### src/rtl/toy_imem_arbiter_pkg.sv
// Shared types for the instruction-memory arbiter: requester ids and the
// per-request tag carried through the outstanding-request FIFO.
package toy_imem_arbiter_pkg;

  typedef enum logic {
    IMEM_ID_FETCH = 1'b0,
    IMEM_ID_DBG   = 1'b1
  } imem_req_id_e;

  typedef struct packed {
    imem_req_id_e id;
    logic         drop;
  } imem_tag_t;

endpackage

### src/rtl/toy_imem_tag_fifo.sv
// In-order FIFO of outstanding request tags; a flush marks every fetch-owned
// entry as drop so its response is discarded when it reaches the head.
module toy_imem_tag_fifo
  import toy_imem_arbiter_pkg::*;
#(
  parameter int OST_DEPTH = 4,
  localparam int PTR_W = $clog2(OST_DEPTH),
  localparam int CNT_W = PTR_W + 1
) (
  input  logic             clk,
  input  logic             rst,
  input  logic             push,
  input  imem_tag_t        push_tag,
  input  logic             pop,
  input  logic             flush_fetch,
  output imem_tag_t        head_tag,
  output logic             full,
  output logic             empty,
  output logic [CNT_W-1:0] count
);

  imem_tag_t        tag_q [OST_DEPTH];
  imem_tag_t        tag_d [OST_DEPTH];
  logic [PTR_W-1:0] wr_ptr_q, wr_ptr_d;
  logic [PTR_W-1:0] rd_ptr_q, rd_ptr_d;
  logic [CNT_W-1:0] cnt_q, cnt_d;

  always_comb begin
    tag_d    = tag_q;
    wr_ptr_d = wr_ptr_q;
    rd_ptr_d = rd_ptr_q;
    cnt_d    = cnt_q;
    // Marking free slots is harmless: a push always rewrites the whole tag.
    if (flush_fetch) begin
      for (int i = 0; i < OST_DEPTH; i++) begin
        if (tag_q[i].id == IMEM_ID_FETCH) tag_d[i].drop = 1'b1;
      end
    end
    if (push) begin
      tag_d[wr_ptr_q] = push_tag;
      wr_ptr_d        = wr_ptr_q + PTR_W'(1);
    end
    if (pop) rd_ptr_d = rd_ptr_q + PTR_W'(1);
    case ({push, pop})
      2'b10:   cnt_d = cnt_q + CNT_W'(1);
      2'b01:   cnt_d = cnt_q - CNT_W'(1);
      default: cnt_d = cnt_q;
    endcase
  end

  always_ff @(posedge clk) begin
    if (rst) begin
      for (int i = 0; i < OST_DEPTH; i++) tag_q[i] <= '0;
      wr_ptr_q <= '0;
      rd_ptr_q <= '0;
      cnt_q    <= '0;
    end else begin
      tag_q    <= tag_d;
      wr_ptr_q <= wr_ptr_d;
      rd_ptr_q <= rd_ptr_d;
      cnt_q    <= cnt_d;
    end
  end

  assign head_tag = tag_q[rd_ptr_q];
  assign full     = (cnt_q == CNT_W'(OST_DEPTH));
  assign empty    = (cnt_q == '0);
  assign count    = cnt_q;

endmodule

### src/rtl/toy_imem_arbiter.sv
// Round-robin sharing of one instruction-memory port between fetch and the
// debug loader, with in-order response routing and flush-based discard.
module toy_imem_arbiter
  import toy_imem_arbiter_pkg::*;
#(
  parameter int ADDR_WIDTH = 32,
  parameter int DATA_WIDTH = 32,
  parameter int OST_DEPTH  = 4
) (
  input  logic                  clk,
  input  logic                  rst,
  input  logic                  fetch_req_vld,
  output logic                  fetch_req_rdy,
  input  logic [ADDR_WIDTH-1:0] fetch_req_addr,
  output logic                  fetch_ack_vld,
  input  logic                  fetch_ack_rdy,
  output logic [DATA_WIDTH-1:0] fetch_ack_data,
  input  logic                  fetch_flush,
  input  logic                  dbg_req_vld,
  output logic                  dbg_req_rdy,
  input  logic [ADDR_WIDTH-1:0] dbg_req_addr,
  output logic                  dbg_ack_vld,
  input  logic                  dbg_ack_rdy,
  output logic [DATA_WIDTH-1:0] dbg_ack_data,
  output logic                  mem_req_vld,
  input  logic                  mem_req_rdy,
  output logic [ADDR_WIDTH-1:0] mem_req_addr,
  input  logic                  mem_ack_vld,
  output logic                  mem_ack_rdy,
  input  logic [DATA_WIDTH-1:0] mem_ack_data
);

  localparam int CNT_W = $clog2(OST_DEPTH) + 1;

  imem_req_id_e     rr_last_q, rr_last_d;
  imem_tag_t        head_tag, push_tag;
  logic             tag_full, tag_empty, tag_pop, req_fire;
  logic             grant_f, grant_d, can_issue, head_is_dbg, head_discard;
  logic [CNT_W-1:0] ost_cnt;

  // Handshake rule on every channel: a transfer happens in a cycle where
  // vld and rdy are both 1; vld never waits on rdy being high first.
  always_comb begin
    grant_f = fetch_req_vld & (~dbg_req_vld | (rr_last_q == IMEM_ID_DBG));
    grant_d = dbg_req_vld & ~grant_f;

    head_is_dbg   = (head_tag.id == IMEM_ID_DBG);
    head_discard  = ~head_is_dbg & (head_tag.drop | fetch_flush);
    fetch_ack_vld = 1'b0;
    dbg_ack_vld   = 1'b0;
    mem_ack_rdy   = 1'b0;
    if (!rst) begin
      if (tag_empty) begin
        mem_ack_rdy = 1'b1;
      end else if (head_is_dbg) begin
        dbg_ack_vld = mem_ack_vld;
        mem_ack_rdy = dbg_ack_rdy;
      end else if (head_discard) begin
        mem_ack_rdy = 1'b1;
      end else begin
        fetch_ack_vld = mem_ack_vld;
        mem_ack_rdy   = fetch_ack_rdy;
      end
    end
    tag_pop = mem_ack_vld & mem_ack_rdy & ~tag_empty;

    // A full FIFO can still accept when its head retires this same cycle.
    can_issue     = ~rst & (~tag_full | tag_pop);
    mem_req_vld   = can_issue & (grant_f | grant_d);
    mem_req_addr  = grant_f ? fetch_req_addr : dbg_req_addr;
    fetch_req_rdy = can_issue & grant_f & mem_req_rdy;
    dbg_req_rdy   = can_issue & grant_d & mem_req_rdy;
    req_fire      = mem_req_vld & mem_req_rdy;

    push_tag.id   = grant_f ? IMEM_ID_FETCH : IMEM_ID_DBG;
    push_tag.drop = 1'b0;
    rr_last_d     = req_fire ? push_tag.id : rr_last_q;
  end

  always_ff @(posedge clk) begin
    if (rst) rr_last_q <= IMEM_ID_DBG;
    else     rr_last_q <= rr_last_d;
  end

  toy_imem_tag_fifo #(
    .OST_DEPTH (OST_DEPTH)
  ) u_tag_fifo (
    .clk         (clk),
    .rst         (rst),
    .push        (req_fire),
    .push_tag    (push_tag),
    .pop         (tag_pop),
    .flush_fetch (fetch_flush),
    .head_tag    (head_tag),
    .full        (tag_full),
    .empty       (tag_empty),
    .count       (ost_cnt)
  );

  assign fetch_ack_data = mem_ack_data;
  assign dbg_ack_data   = mem_ack_data;

  always_ff @(posedge clk) begin
    if (!rst) begin
      assert (!(mem_ack_vld && tag_empty));
      assert (ost_cnt <= CNT_W'(OST_DEPTH));
    end
  end

endmodule

### config.mk
export PLATFORM = sky130hd
export DESIGN_NAME = toy_imem_arbiter
export DESIGN_NICKNAME = d
export VERILOG_FILES = /design/src/rtl/toy_imem_arbiter_pkg.sv /design/src/rtl/toy_imem_tag_fifo.sv /design/src/rtl/toy_imem_arbiter.sv
export SDC_FILE = /design/constraint.sdc
export NUM_CORES = 1
export LEC_CHECK = 0
export CORE_MARGIN = 3
export CORE_UTILIZATION = 29
export DETAILED_ROUTE_END_ITERATION = 16
export PLACE_DENSITY = 0.92
export SLEW_MARGIN = 20
export SYNTH_ARGS = -nofsm -noshare
export SYNTH_HDL_FRONTEND = slang
export SYNTH_SLANG_ARGS = --single-unit
export TNS_END_PERCENT = 5
### constraint.sdc
create_clock -name clk -period 3.71 [get_ports clk]
set_input_delay 0.5565 -clock clk [delete_from_list [all_inputs] [get_ports clk]]
set_output_delay 0.5565 -clock clk [all_outputs]
set_load 0.02 [all_outputs]
* After elaboration in Yosys (flattened, before gate mapping)
Cells that the tools add are included.
Cells by class: add/subtract/negate cells 4, multipliers 0, div/mod/pow operators 0, $lt $le $gt $ge 3, eq/ne operators 3, shift-type cells 0, multiplexer cells 29, bitwise gates (word level) 24, reductions and logical operators 3
Operators by type and width (number):
- 32-bit two-way mux | 1
- 1-bit two-way mux | 20
- 1-bit bitwise AND | 12
- 8-bit bitwise mux | 1
- 7-bit two-way mux | 1
- 3-bit >= comparator, second input constant | 2
- 2-bit two-way mux | 3
- 1-bit inverter | 6
- 2-bit inverter with 3-bit output | 2
- 3-bit one-hot mux with 2 select lines | 1
- 2-bit by 1-bit adder with 2-bit output, second input constant | 2
- 2-bit binary-select mux with 2-bit select | 1
- 2-bit demux with 2-bit select | 1
- 1-bit bitwise OR | 4
- 3-bit by 1-bit adder with 3-bit output, second input constant | 1
- 3-bit == test, second input constant | 1
- 3-bit logical NOT | 1
- 3-bit by 1-bit less-than comparator with 1-bit output, second input constant | 1
- 3-bit by 1-bit subtractor with 3-bit output, second input constant | 1
- 2-bit by 1-bit == test with 1-bit output, second input constant | 1
- 2-bit == test, second input constant | 1
- 2-bit nonzero test | 1
- 1-bit logical AND | 1
Word-level totals: register bits 16, bits in latches 0, memory bits (writable) 0, ROM bits 0, output and inout bits 102, word-level logic and storage cells 78, memories 0

* Depth between registers and ports, before layout
depth after elaboration 18, mapped depth 12, gate-level depth less buffers 11

* Cells and area by module
A second synthesis with hierarchy kept.
Second synthesis, totals: cells, all modules 209, area, all modules 1761.7 um^2
Modules (own cells, without submodules):
- toy_imem_arbiter | times used 1, cells each 126, area each 1036.0 um^2
- toy_imem_tag_fifo | times used 1, cells each 83, area each 725.7 um^2

* Worst setup path after synthesis
Ideal clock, no wire load.
path type reg-to-reg, start register u_tag_fifo.rd_ptr_q[1], end register u_tag_fifo.cnt_q[2] (netlist: u_tag_fifo.count[2]), library setup time 71 ps, arrival 2654 ps, required time 3639 ps, setup slack 985 ps, cell stages (with the launch flop) 13, path buffers 1, cell sequence dfxtp_1 > buf_6 > mux2_4 > a22o_4 > a2111oi_4 > or2_1 > inv_1 > ha_1 > inv_1 > fa_1 > xor2_1 > or3_1 > a21oi_1
Between the ends: longest elaborated chain between the ends 18
RTL lines:
- start: declaration | line toy_imem_tag_fifo.sv:25 | logic [PTR_W-1:0] rd_ptr_q, rd_ptr_d;
- start signal: assignment | line toy_imem_tag_fifo.sv:60 | rd_ptr_q <= rd_ptr_d;
- 2-bit inverter with 3-bit output (implied by the code) (*) | line toy_imem_tag_fifo.sv:65 | assign head_tag = tag_q[rd_ptr_q];
- 2-bit binary-select mux with 2-bit select (*) | line toy_imem_tag_fifo.sv:65
- 2-bit two-way mux (implied by the code) (*) (2 in series) | line toy_imem_tag_fifo.sv:65
- 1-bit bitwise OR / 1-bit inverter (equally long branches) | line toy_imem_arbiter.sv:48 | head_discard = ~head_is_dbg & (head_tag.drop | fetch_flush);
- 1-bit bitwise AND | line toy_imem_arbiter.sv:48
- 1-bit two-way mux | line toy_imem_arbiter.sv:58 | end else if (head_discard) begin
- 1-bit two-way mux (*) | line toy_imem_arbiter.sv:55 | end else if (head_is_dbg) begin
- 1-bit two-way mux (*) | line toy_imem_arbiter.sv:53 | if (tag_empty) begin
- 1-bit two-way mux (*) | line toy_imem_arbiter.sv:52 | if (!rst) begin
- 1-bit bitwise AND (*) (2 in series) | line toy_imem_arbiter.sv:65 | tag_pop = mem_ack_vld & mem_ack_rdy & ~tag_empty;
- 1-bit bitwise OR | line toy_imem_arbiter.sv:68 | can_issue = ~rst & (~tag_full | tag_pop);
- 1-bit bitwise AND | line toy_imem_arbiter.sv:68
- 1-bit bitwise AND | line toy_imem_arbiter.sv:69 | mem_req_vld = can_issue & (grant_f | grant_d);
- 1-bit bitwise AND | line toy_imem_arbiter.sv:73 | req_fire = mem_req_vld & mem_req_rdy;
- 2-bit by 1-bit == test with 1-bit output / 2-bit == test (equally long branches) | line toy_imem_tag_fifo.sv:44 | case ({push, pop})
- 3-bit one-hot mux with 2 select lines / 2-bit nonzero test (equally long branches)
- end signal: assignment | line toy_imem_tag_fifo.sv:61 | cnt_q <= cnt_d;
- end: declaration | line toy_imem_tag_fifo.sv:26 | logic [CNT_W-1:0] cnt_q, cnt_d;
Every way passes the cells marked *; elsewhere a longest branch is shown, timed or not. The select of a mux whose other input is x is not followed. A chain may end at the register's enable or synchronous reset.

* Worst setup path in the final report
start input fetch_flush, end output dbg_req_rdy
Between the ends: longest elaborated chain between the ends 12
RTL lines:
- start: declaration | line toy_imem_arbiter.sv:18 | input logic fetch_flush,
- 1-bit bitwise OR | line toy_imem_arbiter.sv:48
- 1-bit bitwise AND | line toy_imem_arbiter.sv:48
- 1-bit two-way mux | line toy_imem_arbiter.sv:58
- 1-bit two-way mux | line toy_imem_arbiter.sv:55
- 1-bit two-way mux | line toy_imem_arbiter.sv:53
- 1-bit two-way mux | line toy_imem_arbiter.sv:52
- 1-bit bitwise AND (2 in series) | line toy_imem_arbiter.sv:65
- 1-bit bitwise OR | line toy_imem_arbiter.sv:68
- 1-bit bitwise AND | line toy_imem_arbiter.sv:68
- 1-bit bitwise AND (2 in series) | line toy_imem_arbiter.sv:72 | dbg_req_rdy = can_issue & grant_d & mem_req_rdy;
- end: declaration | line toy_imem_arbiter.sv:20 | output logic dbg_req_rdy,
No other way between the ends.

==> summary.txt <==
CTS
  • # H-tree levels: 1
  • Clock root buffer: clkbuf_8
  • CTS Buf Count: 3
  • Setup Fix Bufs, Post-CTS: 0
  • Worst-case clock buffer depth: 2
  • CTS clk-pin slew, worst paths: 60 ps
  • CTS tree: done
  • Cts hold-fix bufs: 0
  • CTS sink count: 16
  • Post-CTS sizing: 0
  • Worst skew pair latency: 260 ps

Worst setup path
  • WP data required: about 3200 ps
  • CP Data Arrival Time: 2790 ps
  • R2R setup slack: 690 ps
  • R2R depth: 11
  • Crit Path Category: in2out
  • CP startpoint kind: input port
  • CP max FO: 7
  • Worst Setup End Kind: output port

Layout
  • Multi-input gate area: 1047 sq um
  • ANT cells: 0
  • Area grow syn2layout: 41.00%
  • FILL cells: 604
  • Most common cell after layout, fill and taps aside: clkdlybuf4s50_1
  • NumNets Final: 384
  • Final Core Density: between 40% and 50%
  • Register Area: between 300 and 400 sq um
  • Final Non-Filler Cells: between 300 and 400
  • Layout cells sized above 1: 17.65%
  • Commonest non-fill, non-tap cells in the layout: clkdlybuf4s50_1, mux2_2, dfxtp_1

Run status
  • Status: finished, final reports clean

Timing
  • RSZ-0062 raised after global routing: no
  • Max Fclk: 0.2984 GHz
  • Final Slew Violations: 0
  • Period minus WS final: 3351 ps
  • Hold slack: 507.0 ps
  • Fraction of the cycle the final worst path needs: 90.33%
  • Setup TNS: 0 ps
  • Final hold vios: 0
  • Final setup viols: 0
  • Actual slew at the worst max-slew pin: 441.3 ps
  • Rel. slew slack: between 70% and 80%
  • Layout Skew: 8.612 ps

Synthesis
  • Sequential area share after synthesis: 16.69%
  • Fraction of registers with async set or reset after synthesis: 0%
  • Average cell area after synthesis: between 8 and 9 sq um
  • Post-synth top area share: 25.03%
  • Primary FF master, synth: dfxtp_1
  • Synth unique cells: 38
  • Synth Instances: 224
  • Mapped Area: roughly 1900 sq um
  • Synth warnings: 0
  • Post-synthesis net count: around 340
  • Synth top area cells: buf_4, mux2_2, dfxtp_1
  • Synth area leader: buf_4
  • Number of synthesized flops with an enable pin: 0
  • Flops & latches, synth: 16

Routing
  • DRC Markers: 0
  • Routed wire length: 6.067 mm
  • Initial DRC count: 56
  • Vias per std cell: just under 5
  • Post-route ant nets: 0
  • Pre-Repair DR Iteration Count: 4
  • Vias: about 1700
  • Wire per inst: 17.38 microns

Run
  • Max-Cap Viols: 0

Die
  • IO Count: about 210
  • Die ar.: 7631 sq um
  • Num rows: 29
  • Starting Density: 30.05%
  • Die H: 87.36 microns
  • CORE AREA: around 6400 sq um
  • Die X: 87.36 microns

Pwr
  • PD cells: 254.4 nW/um^2
  • Logic pwr share: between 40 and 50%
  • Tot Pwr: ~690 uW
  • Peak VDD IR: ~220 uV
  • Internal Power: ~470 uW
  • Clock Power Share: 23.0%
  • Leakage: 0.001013 uW
  • Net Sw Frac: 31.93%
  • Psw: between 200 and 250 uW
  • Reg power frac: 28.4%

Global routing
  • Vias in the first global route: approximately 1700
  • Met3 Use GR: under 10%
  • First-pass GRT wire length: ~9 mm
  • Initial antenna violation count: 0
  • M2 GR Usage: approximately 28%
  • Largest net degree at the start of global routing: 29
  • GRT Total Usage: 15.02%
  • Grt ovf: 0
  • Met1 usage: 15.72%
  • GR peak layer: met2

Place
  • Detailed placement HPWL: 5.232 mm
  • RePlAce Congestion: 0.8125
  • Placed cell count: 345
  • IO Port Bufs: 110

Hold path
  • Hold WC Path Type: reg2reg
  • Hold depth: 2
## path summary, 6_finish.rpt
kind                          startpoint                  end
setup / recovery             fetch_flush          dbg_req_rdy
hold / removal       u_tag_fifo.tag_q[3]  u_tag_fifo.tag_q[3]
setup reg to reg  u_tag_fifo.rd_ptr_q[1]  u_tag_fifo.count[2]
hold reg to reg      u_tag_fifo.tag_q[3]  u_tag_fifo.tag_q[3]
## power groups by stage
| stage | Clock (uW) | Sequential (uW) | Combinational [uW] |
|---|---|---|---|
| 5_1_grt | 165 | 197 | 357 |
| 3_5_place_dp | 0 | 199 | 334 |
| 6_report | 158 | 195 | 335 |
| 4_1_cts | 159 | 195 | 337 |
| 3_3_place_gp | 0 | 198 | 327 |
| 2_1_floorplan | 0 | 194 | 264 |
## final cells by class
type / instances / share of cell area [%]
inverter: 13 / 1.803
timing repair buffer: 115 / 42.07
sequential: 16 / 11.84
clock buffer: 4 / 2.034
multi-input combinational: 124 / 38.70
tap: 77 / 3.560
## logic make-up (layout without fill, tap and decap cells)
group                    count (synthesis)  count (layout)  share of synthesized area (%)
AO/OA/AOI/OAI                           32              32                          12.71
buffers and inverters                   84             132                          29.34
flip-flops                              16              16                          16.69
multiplexers                            41              41                          24.64
AND/OR/NAND/NOR                         41              41                          10.50
adder cells (fa/ha/maj)                  6               6                          4.303
XOR/XNOR                                 4               4                          1.826
## layer usage
layer / part of all wire, % / vias up
met1: 35 / 768
li1: - / 791
met5: 0 / -
met2: 53 / 111
met4: 0.84 / 0
met3: 11 / 8
## registers in the layout, summed over array words and instances (netlist names)
| signal | count |
|---|---|
| rr_last_q | 1 |
| u_tag_fifo.wr_ptr_q | 2 |
| u_tag_fifo.count | 3 |
| u_tag_fifo.tag_q | 8 |
| u_tag_fifo.rd_ptr_q | 2 |
## stage by stage
stage                     area [sq um]  worst slack [ps]
after global placement            2651             443.1
after floorplan                   1919             985.3
after detailed placement          2651             239.8
final                             2706             358.9
after global routing              2706             231.0
after CTS                         2706             375.2
## cells in the mapped netlist, types with 5 or more instances
library cell and count:
buf_4 64, mux2_2 32, dfxtp_1 16, nor2_1 14, inv_1 13, a21oi_1 8, clkbuf_1 6, mux2i_1 6
nand2_1 6, nand2b_1 6, a211oi_1 5, ha_1 5, nor3_1 5, o21ai_1 5
## critical path: stages
cell and delay (ps):
clkdlybuf4s50_1 600, nor3b_1 90, a22o_1 330, a21o_1 260, o22a_1 220, nor2_1 120
clkdlybuf4s50_1 620
No activity file was read; power rests on OpenSTA's default activity.
